$ cat src/rtl/demux_pkg.sv
// Shared constants and types for the demux dispatch family.
// Holds channel count, select width and the holding-register state encoding.
package demux_pkg;

   localparam int NCH  = 4;
   localparam int SELW = 2;

   typedef logic [SELW-1:0] sel_t;

   typedef enum logic {
      EMPTY = 1'b0,
      FULL  = 1'b1
   } state_t;

endpackage

$ cat src/rtl/demux4_dispatch_if.sv
// Handshake bundle for demux4_dispatch: one valid/ready input stream and
// the shared data / one-hot valid / per-channel ready output side.
interface demux4_dispatch_if #(
   parameter int W = 8
);
   import demux_pkg::*;

   logic           in_valid;
   logic [W-1:0]   in_data;
   logic           in_ready;
   logic [W-1:0]   y_data;
   logic [NCH-1:0] y_valid;
   logic [NCH-1:0] y_ready;

   modport master (
      output in_valid, in_data, y_ready,
      input  in_ready, y_data, y_valid
   );

   modport slave (
      input  in_valid, in_data, y_ready,
      output in_ready, y_data, y_valid
   );

endinterface

$ cat src/rtl/rr_next_sel.sv
// Round-robin channel search: cur+1, cur+2, cur+3, then cur itself.
// Ports: cur (current index), mask (enables) -> nxt (first enabled), none.
module rr_next_sel
   import demux_pkg::*;
(
   input  sel_t           cur,
   input  logic [NCH-1:0] mask,
   output sel_t           nxt,
   output logic           none
);

   sel_t idx;

   // Walk from the farthest candidate to the nearest so that the
   // nearest enabled channel is the last one written.
   always_comb begin
      nxt  = cur;
      none = (mask == '0);
      idx  = cur;
      for (int k = NCH; k >= 1; k--) begin
         idx = cur + sel_t'(k);
         if (mask[idx]) begin
            nxt = idx;
         end
      end
   end

endmodule

$ cat src/rtl/demux4_dispatch.sv
// Burst round-robin dispatcher: one input stream fanned out to four channels
// through a one-beat register, BURST beats per channel, skipping masked ones.
// Ports: clk, rst (async, high), en_mask, io (slave handshake bundle),
//        sel (channel pointer), burst_done (last beat of a burst delivered).
module demux4_dispatch
   import demux_pkg::*;
#(
   parameter int W     = 8,
   parameter int BURST = 4
) (
   input  logic           clk,
   input  logic           rst,
   input  logic [NCH-1:0] en_mask,
   demux4_dispatch_if.slave io,
   output sel_t           sel,
   output logic           burst_done
);

   localparam int CW = (BURST > 1) ? $clog2(BURST) : 1;
   localparam logic [CW-1:0] LAST = CW'(BURST - 1);

   state_t         state;
   state_t         state_nx;
   sel_t           sel_nx;
   sel_t           sel_fwd;
   sel_t           rr_nxt;
   logic           rr_none;
   logic [CW-1:0]  cnt;
   logic [CW-1:0]  cnt_nx;
   logic [W-1:0]   dreg;
   logic           live;
   logic           out_fire;
   logic           in_fire;
   logic           last;
   logic           fix;

   rr_next_sel u_rr (
      .cur  (sel),
      .mask (en_mask),
      .nxt  (rr_nxt),
      .none (rr_none)
   );

   always_ff @(posedge clk or posedge rst) begin
      if (rst) begin
         state <= EMPTY;
         sel   <= '0;
         cnt   <= '0;
         dreg  <= '0;
         live  <= 1'b0;
      end else begin
         state <= state_nx;
         sel   <= sel_nx;
         cnt   <= cnt_nx;
         live  <= 1'b1;
         if (in_fire) begin
            dreg <= io.in_data;
         end
      end
   end

   always_comb begin
      out_fire   = (state == FULL) && io.y_ready[sel];
      last       = (cnt == LAST);
      burst_done = out_fire && last;

      // Pointer the next accepted beat will be tagged with.
      sel_fwd = (burst_done && !rr_none) ? rr_nxt : sel;

      // live keeps in_ready low until the first edge after reset.
      io.in_ready = live && en_mask[sel_fwd]
                    && ((state == EMPTY) || out_fire);
      in_fire = io.in_valid && io.in_ready;

      // Idle pointer parked on a disabled channel: hop, costs one cycle.
      fix = (state == EMPTY) && !en_mask[sel] && !rr_none;

      state_nx = state;
      unique case (state)
         EMPTY: if (in_fire) state_nx = FULL;
         FULL:  if (out_fire && !in_fire) state_nx = EMPTY;
         default: state_nx = EMPTY;
      endcase

      sel_nx = sel;
      cnt_nx = cnt;
      if (out_fire) begin
         sel_nx = sel_fwd;
         cnt_nx = last ? '0 : cnt + 1'b1;
      end else if (fix) begin
         sel_nx = rr_nxt;
         cnt_nx = '0;
      end
   end

   assign io.y_data  = dreg;
   assign io.y_valid = (state == FULL) ? (NCH'(1) << sel) : '0;

endmodule
$ cat src/flat_wrapper.sv
// flat-port wrapper written by rule: the top's interface ports become plain ports
module demux4_dispatch_flat import demux_pkg::*;
#(
   parameter int W     = 8,
   parameter int BURST = 4
)
  (clk, rst, en_mask, sel, burst_done, io_in_valid, io_in_data, io_y_ready, io_in_ready, io_y_data, io_y_valid);
  demux4_dispatch_if #(.W(W)) io_i ();
  input  logic clk;
  input  logic rst;
  input  logic [NCH-1:0] en_mask;
  output sel_t sel;
  output logic burst_done;
  input wire logic [$bits(io_i.in_valid)-1:0] io_in_valid;
  input wire logic [$bits(io_i.in_data)-1:0] io_in_data;
  input wire logic [$bits(io_i.y_ready)-1:0] io_y_ready;
  output wire logic [$bits(io_i.in_ready)-1:0] io_in_ready;
  output wire logic [$bits(io_i.y_data)-1:0] io_y_data;
  output wire logic [$bits(io_i.y_valid)-1:0] io_y_valid;
  assign io_i.in_valid = io_in_valid;
  assign io_i.in_data = io_in_data;
  assign io_i.y_ready = io_y_ready;
  assign io_in_ready = io_i.in_ready;
  assign io_y_data = io_i.y_data;
  assign io_y_valid = io_i.y_valid;
  demux4_dispatch #(.W(W), .BURST(BURST)) u_core (.clk(clk), .rst(rst), .en_mask(en_mask), .io(io_i), .sel(sel), .burst_done(burst_done));
endmodule
$ cat config.mk
export PLATFORM = sky130hd
export DESIGN_NAME = demux4_dispatch_flat
export DESIGN_NICKNAME = d
export VERILOG_FILES = /design/src/rtl/demux_pkg.sv /design/src/rtl/demux4_dispatch_if.sv /design/src/rtl/rr_next_sel.sv /design/src/rtl/demux4_dispatch.sv /design/src/flat_wrapper.sv
export SDC_FILE = /design/constraint.sdc
export NUM_CORES = 1
export LEC_CHECK = 0
export CORE_AREA = 2 2 53 55
export DETAILED_ROUTE_END_ITERATION = 10
export DIE_AREA = 0 0 55 57
export PLACE_DENSITY = 0.85
export SLEW_MARGIN = 20
export SYNTH_ARGS = -nofsm -noshare
export SYNTH_HDL_FRONTEND = slang
export SYNTH_SLANG_ARGS = --single-unit
$ cat constraint.sdc
create_clock -name clk -period 5.4 [get_ports clk]
set_input_delay 0.54 -clock clk [delete_from_list [all_inputs] [get_ports clk]]
set_output_delay 0.54 -clock clk [all_outputs]
set_load 0.005 [all_outputs]
==> impl_metrics.csv, run 1 <==
group,metric,value,unit
timing,period_minus_slack,4.10,ns
global_routing,track_usage,0.182,
pwr,power_density,462,nW/um2
pwr,power,0.678,mW
cts,cts_tree,"done",
cts,numClockSinks,14,
yosys,syn_inst,112,
outcome,status,"finished, final reports clean",
cts,root_buffer,"clkbuf_4",
timing,rsz0062_at_grt,"false",
timing,fmax,0.244,GHz
floorplan,rows,19,
timing,skew,0.00587,ns
routing,drt_iter0_drc,34,
yosys,ys_ff_latch,14,
final_layout,multiInputGateArea,702,um2
pwr,internal-power,0.406,mW
floorplan,dieArea,3140,um2
yosys,netlist_area,1110,um2
critical_path,start_kind,"flip-flop",
critical_path,cpMaxStageDelayCell,"dfrtp_1",
cts,cts_buffers,3,
cts,clk_pin_slew,0.08,ns
cts,clk_latency,0.28,ns
final_layout,ff_latch_area,350,um2
routing,drt_wl_total,2670,um
routing,vias_per_cell,6.06,
critical_path,worst_setup_path_end_kind,"primary output",
floorplan,start_util,0.425,
final_layout,drive_above_1_share,0.149,
cts,post_cts_buffers,0,
min_path,hold_path_class,"flip-flop to flip-flop",
global_routing,first_global_vias,1036,
cts,cts_resized,0,
critical_path,crit_arrival,3.56,ns
pwr,p_sw,0.272,mW
critical_path,worst-path-max-fanout,20,
timing,setup_viol,0,
timing,slew_violations,0,
pwr,seqPwrFrac,0.323,
timing,worst_pin_slew,0.616,ns
routing,drc,0,
cts,clock_path_buffers,2,
floorplan,fp.coreArea,2620,um2
job,drv_cap,0,
critical_path,timing.setup.critical_path_class,"flip-flop to primary output",
routing,antenna_left,0,
global_routing,antenna_found_initial,0,
timing,final.setup.tns,0,ns
final_layout,final_area,1470,um2
pwr,p_leak,0.580,nW
floorplan,ios,35,
critical_path,cp_cell_sequence,"inv_1 > ha_1 > nor2b_1 > a2111oi_4 > mux2i_1 > and4bb_4 > nor4bb_1 > clkdlybuf4s50_1",
global_routing,grt.overflow.total,0,
floorplan,fp.dieW,55,um
place,gp_congestion,0.930,
timing,min_period_over_period,0.759,
floorplan,die_h,57,um
place,place_hpwl,2120,um
place,port_buffers,34,
yosys,avgSynthCellArea,9.93,um2
pwr,clockPowerShare,0.082,
yosys,ys_seq_area_frac,0.315,
final_layout,area_delta_synth_final,32.1,%
timing,finalHoldViolCount,0,
yosys,yosysWarnings,0,
routing,dr.pass1.iters,4,
pwr,irDropWorstVdd,283,uV
cts,htree_num_levels,1,
routing,wl_per_cell,15.5,um
global_routing,grt_max_degree,21,
yosys,synth-edff-count,0,
yosys,syn_nets,136,
final_layout,finalNetCount,167,
pwr,p_sw_frac,0.401,
place,placed_area,1450,um2
critical_path,critPathMaxStageDelay,0.74,ns
yosys,synth.distinct_cells,43,
global_routing,grt_pass1_wl,4270,um
pwr,p_comb_frac,0.595,
final_layout,num_antenna_cells,0,
final_layout,n_fill_cell,246,
yosys,synth-main-ff-cell,"dfrtp_1",
routing,vias,1043,
cts,hold_buffers,0,
timing,slew_headroom,0.589,
critical_path,required,4.86,ns
yosys,async_flop_share,1.00,
## flip-flops by register name (all words and copies together), names as in the netlist
signal	count
u_core.cnt	2
u_core.io.y_data	8
u_core.sel	2
u_core.state	1
u_core.live	1
## synthesized netlist by cell type (4+ instances only)
library cell  count  area share
and2_1            4       0.022
mux2i_1           6       0.054
nor2_1            4       0.013
ha_1              5       0.056
dfrtp_1          14        0.31
inv_1             4       0.013
nand2_1          10       0.034
buf_2             6       0.027
nand3_1           6       0.027
mux2_2           10        0.10
## layout by cell type, fill, tap and decap left out, drive strengths merged, types with 3 or more instances in the layout
master / netlist / routed
nand3: 6 / 6
ha: 5 / 5
nor2: 4 / 4
clkbuf: 1 / 3
mux2: 11 / 11
clkdlybuf4s50: 0 / 34
dfrtp: 14 / 14
mux2i: 6 / 6
and2: 4 / 4
nand2: 10 / 10
inv: 4 / 4
a2111oi: 3 / 3
nor3: 3 / 3
## routing by layer
metal | track usage | part of all wire | wire (um) | vias to the layer above
li1 | - | - | - | 474
met1 | 0.209 | 0.38 | 1010 | 498
met2 | 0.311 | 0.51 | 1370 | 61
met3 | 0.0314 | 0.081 | 216 | 10
met4 | 0.0941 | 0.028 | 74 | 0
met5 | 0 | 0 | 0 | -
## final cells by class
type / count / share of cell area
timing repair buffer: 34 / 0.232
clock buffer: 3 / 0.0153
tap: 31 / 0.0264
multi-input combinational: 86 / 0.478
sequential: 14 / 0.239
inverter: 4 / 0.0102
## power by group through the flow
stage / registers, mW / logic [mW] / clock network [mW]
final: 0.219 / 0.403 / 0.0556
after global routing: 0.229 / 0.439 / 0.0622
after CTS: 0.221 / 0.405 / 0.0592
after detailed placement: 0.223 / 0.401 / 0
after global placement: 0.217 / 0.389 / 0
after floorplan: 0.185 / 0.284 / 0
## kinds of logic (layout without fill, tap and decap cells)
kind of cell / Yosys count / count (layout) / share of synthesized area
flip-flops: 14 / 14 / 0.315
buffers and inverters: 12 / 41 / 0.0540
adder cells (fa/ha/maj): 5 / 5 / 0.0562
AO/OA/AOI/OAI: 20 / 20 / 0.159
AND/OR/NAND/NOR: 42 / 42 / 0.227
other: 1 / 1 / 0.00337
multiplexers: 18 / 18 / 0.186
## path summary, 6_finish.rpt
kind,start,end,slack [ns],depth (start not counted)
max,u_core.sel[0],io_in_ready,1.30,8
min,u_core.io.y_data[3],u_core.io.y_data[3],0.50,1
max reg2reg,u_core.sel[0],u_core.io.y_data[5],2.05,8
min reg2reg,u_core.io.y_data[3],u_core.io.y_data[3],0.50,1
max in group asynchronous,rst,u_core.live,4.48,2
min in group asynchronous,rst,u_core.io.y_data[4],0.58,2
## worst max-delay path, delay by kind of cell, from the launching register on
family                   cells  cell delay [ns]
AO/OA/AOI/OAI                1             0.48
multiplexers                 1             0.22
adder cells (fa/ha/maj)      1             0.47
AND/OR/NAND/NOR              3             0.60
buffers and inverters        2             0.77
flip-flops                   1             0.74
## metrics by stage
stage	util	hold WS, ns	instances	setup slack, ns
after floorplan	-	0.429	112	2.35
after detailed placement	0.553	0.479	169	1.63
final	0.562	0.497	172	1.30
after global placement	0.553	0.469	169	1.73
after CTS	0.562	0.501	172	1.30
after global routing	0.562	0.514	172	1.03
Power figures use the tool's default switching activity.
==> run 2: changes to the inputs <==
==> constraint.sdc (replaced) <==
create_clock -name clk -period 4.15 [get_ports clk]
set_input_delay 0.415 -clock clk [delete_from_list [all_inputs] [get_ports clk]]
set_output_delay 0.415 -clock clk [all_outputs]
set_load 0.005 [all_outputs]
==> run 2 against run 1 <==
Sequential power increased by 21%. Global-route usage rose by 1.1 points. Sequential cell count did not move. Critical path depth stayed put. Setup slack got worse by 1.0 ns. Routed wire length grew 4.5%. Count of clock-buffer cells in the layout up 1. Non-clock buffer count up 1.
==> impl_metrics.csv, run 2 (synthesized netlist as in run 1, its figures left out) <==
group,metric,value,unit
pwr,seqPwrFrac,0.291,
timing,holdWs,0.470,ns
routing,drt_wl_total,2790,um
global_routing,antenna_found_initial,0,
cts,clock_path_buffers,2,
final_layout,finalNetCount,168,
place,place_hpwl,2050,um
routing,wl_per_cell,16.0,um
floorplan,start_util,0.425,
outcome,status,"finished, final reports clean",
critical_path,required,3.73,ns
place,placed_area,1450,um2
cts,clk_pin_slew,0.08,ns
timing,final.setup.tns,0,ns
floorplan,fp.dieW,55,um
cts,post_cts_buffers,0,
pwr,p_sw_frac,0.397,
routing,vias_per_cell,5.92,
floorplan,dieArea,3140,um2
cts,hold_buffers,0,
floorplan,rows,19,
timing,setup_viol,0,
final_layout,final_common_cell,"clkdlybuf4s50_1",
floorplan,die_h,57,um
critical_path,crit_arrival,3.48,ns
timing,rsz0062_at_grt,"false",
pwr,clockPowerShare,0.103,
global_routing,track_usage,0.193,
timing,finalHoldViolCount,0,
cts,clk_latency,0.27,ns
routing,vias,1030,
global_routing,grt.overflow.total,0,
timing,slew_headroom,0.656,
min_path,hold_path_class,"primary input to asynchronous set/reset pin",
critical_path,critPathMaxStageDelay,0.67,ns
critical_path,worst-path-max-fanout,13,
floorplan,fp.coreArea,2620,um2
pwr,power,0.916,mW
routing,drc,0,
critical_path,worst_setup_path_end_kind,"primary output",
timing,worst_pin_slew,0.511,ns
cts,root_buffer,"clkbuf_4",
cts,cts_tree,"done",
final_layout,mostFrequentLayoutCells,"clkdlybuf4s50_1, dfrtp_1, nand2_1, mux2_2",
critical_path,crit_family,"buffers and inverters",
cts,cts_resized,0,
place,port_buffers,34,
floorplan,ios,35,
final_layout,num_antenna_cells,0,
global_routing,grt_pass1_wl,4460,um
pwr,power_density,615,nW/um2
routing,drt_iter0_drc,52,
pwr,internal-power,0.553,mW
critical_path,cp_cell_sequence,"inv_1 > ha_1 > nor2b_1 > a2111oi_4 > mux2i_1 > and4bb_4 > nor4bb_1 > clkdlybuf4s50_1",
final_layout,final_area,1490,um2
cts,cts_buffers,3,
cts,numClockSinks,14,
critical_path,crit_buf_inv,2,
final_layout,drive_above_1_share,0.161,
timing,skew,0.00462,ns
pwr,p_comb_frac,0.606,
cts,htree_num_levels,1,
critical_path,cpMaxStageDelayCell,"dfrtp_1",
global_routing,first_global_vias,1030,
critical_path,timing.setup.critical_path_class,"flip-flop to primary output",
timing,min_period_over_period,0.937,
job,drv_cap,0,
final_layout,largest_register_ffs,8,
final_layout,area_delta_synth_final,34.0,%
global_routing,grt_max_degree,21,
routing,antenna_left,0,
pwr,irDropWorstVdd,405,uV
pwr,p_leak,0.592,nW
final_layout,final_util,0.570,
timing,slew_violations,0,
routing,dr.pass1.iters,4,
place,gp_congestion,0.918,
critical_path,start_kind,"flip-flop",
pwr,p_sw,0.363,mW
timing,period_minus_slack,3.89,ns
timing,fmax,0.257,GHz
==> run 2: cell count changes in the layout (fill, tap and decap cells not counted) <==
| cell | previous run | this run |
|---|---|---|
| buf_4 | 0 | 1 |
| clkbuf_8 | 0 | 1 |
==> run 2: per-layer routing <==
metal	part of all wire	routed length [um]	global-route usage	up-vias
li1	-	-	-	478
met1	0.39	1090	0.236	474
met2	0.50	1380	0.321	68
met3	0.094	262	0.0288	10
met4	0.018	50	0.0941	0
met5	0	0	0	-
==> run 2: cell type report <==
cell class | count | area (um2)
Clock buffer | 4 | 36.3
Fill cell | 238 | 1120
Inverter | 4 | 15.0
Multi-Input combinational cell | 86 | 702
Sequential cell | 14 | 350
Tap cell | 31 | 38.8
Timing Repair Buffer | 35 | 348
==> run 2: path summary, 6_finish.rpt <==
check | start | end | slack (ns) | cells after the start
hold / removal | rst | u_core.sel[0] | 0.47 | 2
hold reg to reg | u_core.cnt[0] | u_core.cnt[0] | 0.50 | 1
min in group clk | u_core.cnt[0] | u_core.cnt[0] | 0.50 | 1
max in group asynchronous | rst | u_core.io.y_data[6] | 3.33 | 2
setup / recovery | u_core.sel[1] | io_in_ready | 0.26 | 8
setup reg to reg | u_core.sel[1] | u_core.io.y_data[0] | 0.88 | 8
==> run 2: power groups by stage <==
stage / sequential (mW) / clock (mW) / combinational [mW]
floorplan: 0.241 / 0 / 0.370
global placement: 0.259 / 0 / 0.536
detailed placement: 0.267 / 0 / 0.549
CTS: 0.266 / 0.0993 / 0.554
global route: 0.276 / 0.108 / 0.602
finish: 0.266 / 0.0947 / 0.555
==> run 2: through the flow <==
step	std cells	setup WS, ns
6_report	174	0.259
5_1_grt	174	0.0636
4_1_cts	174	0.261
3_5_place_dp	170	0.597
3_3_place_gp	170	0.705
2_1_floorplan	112	1.15
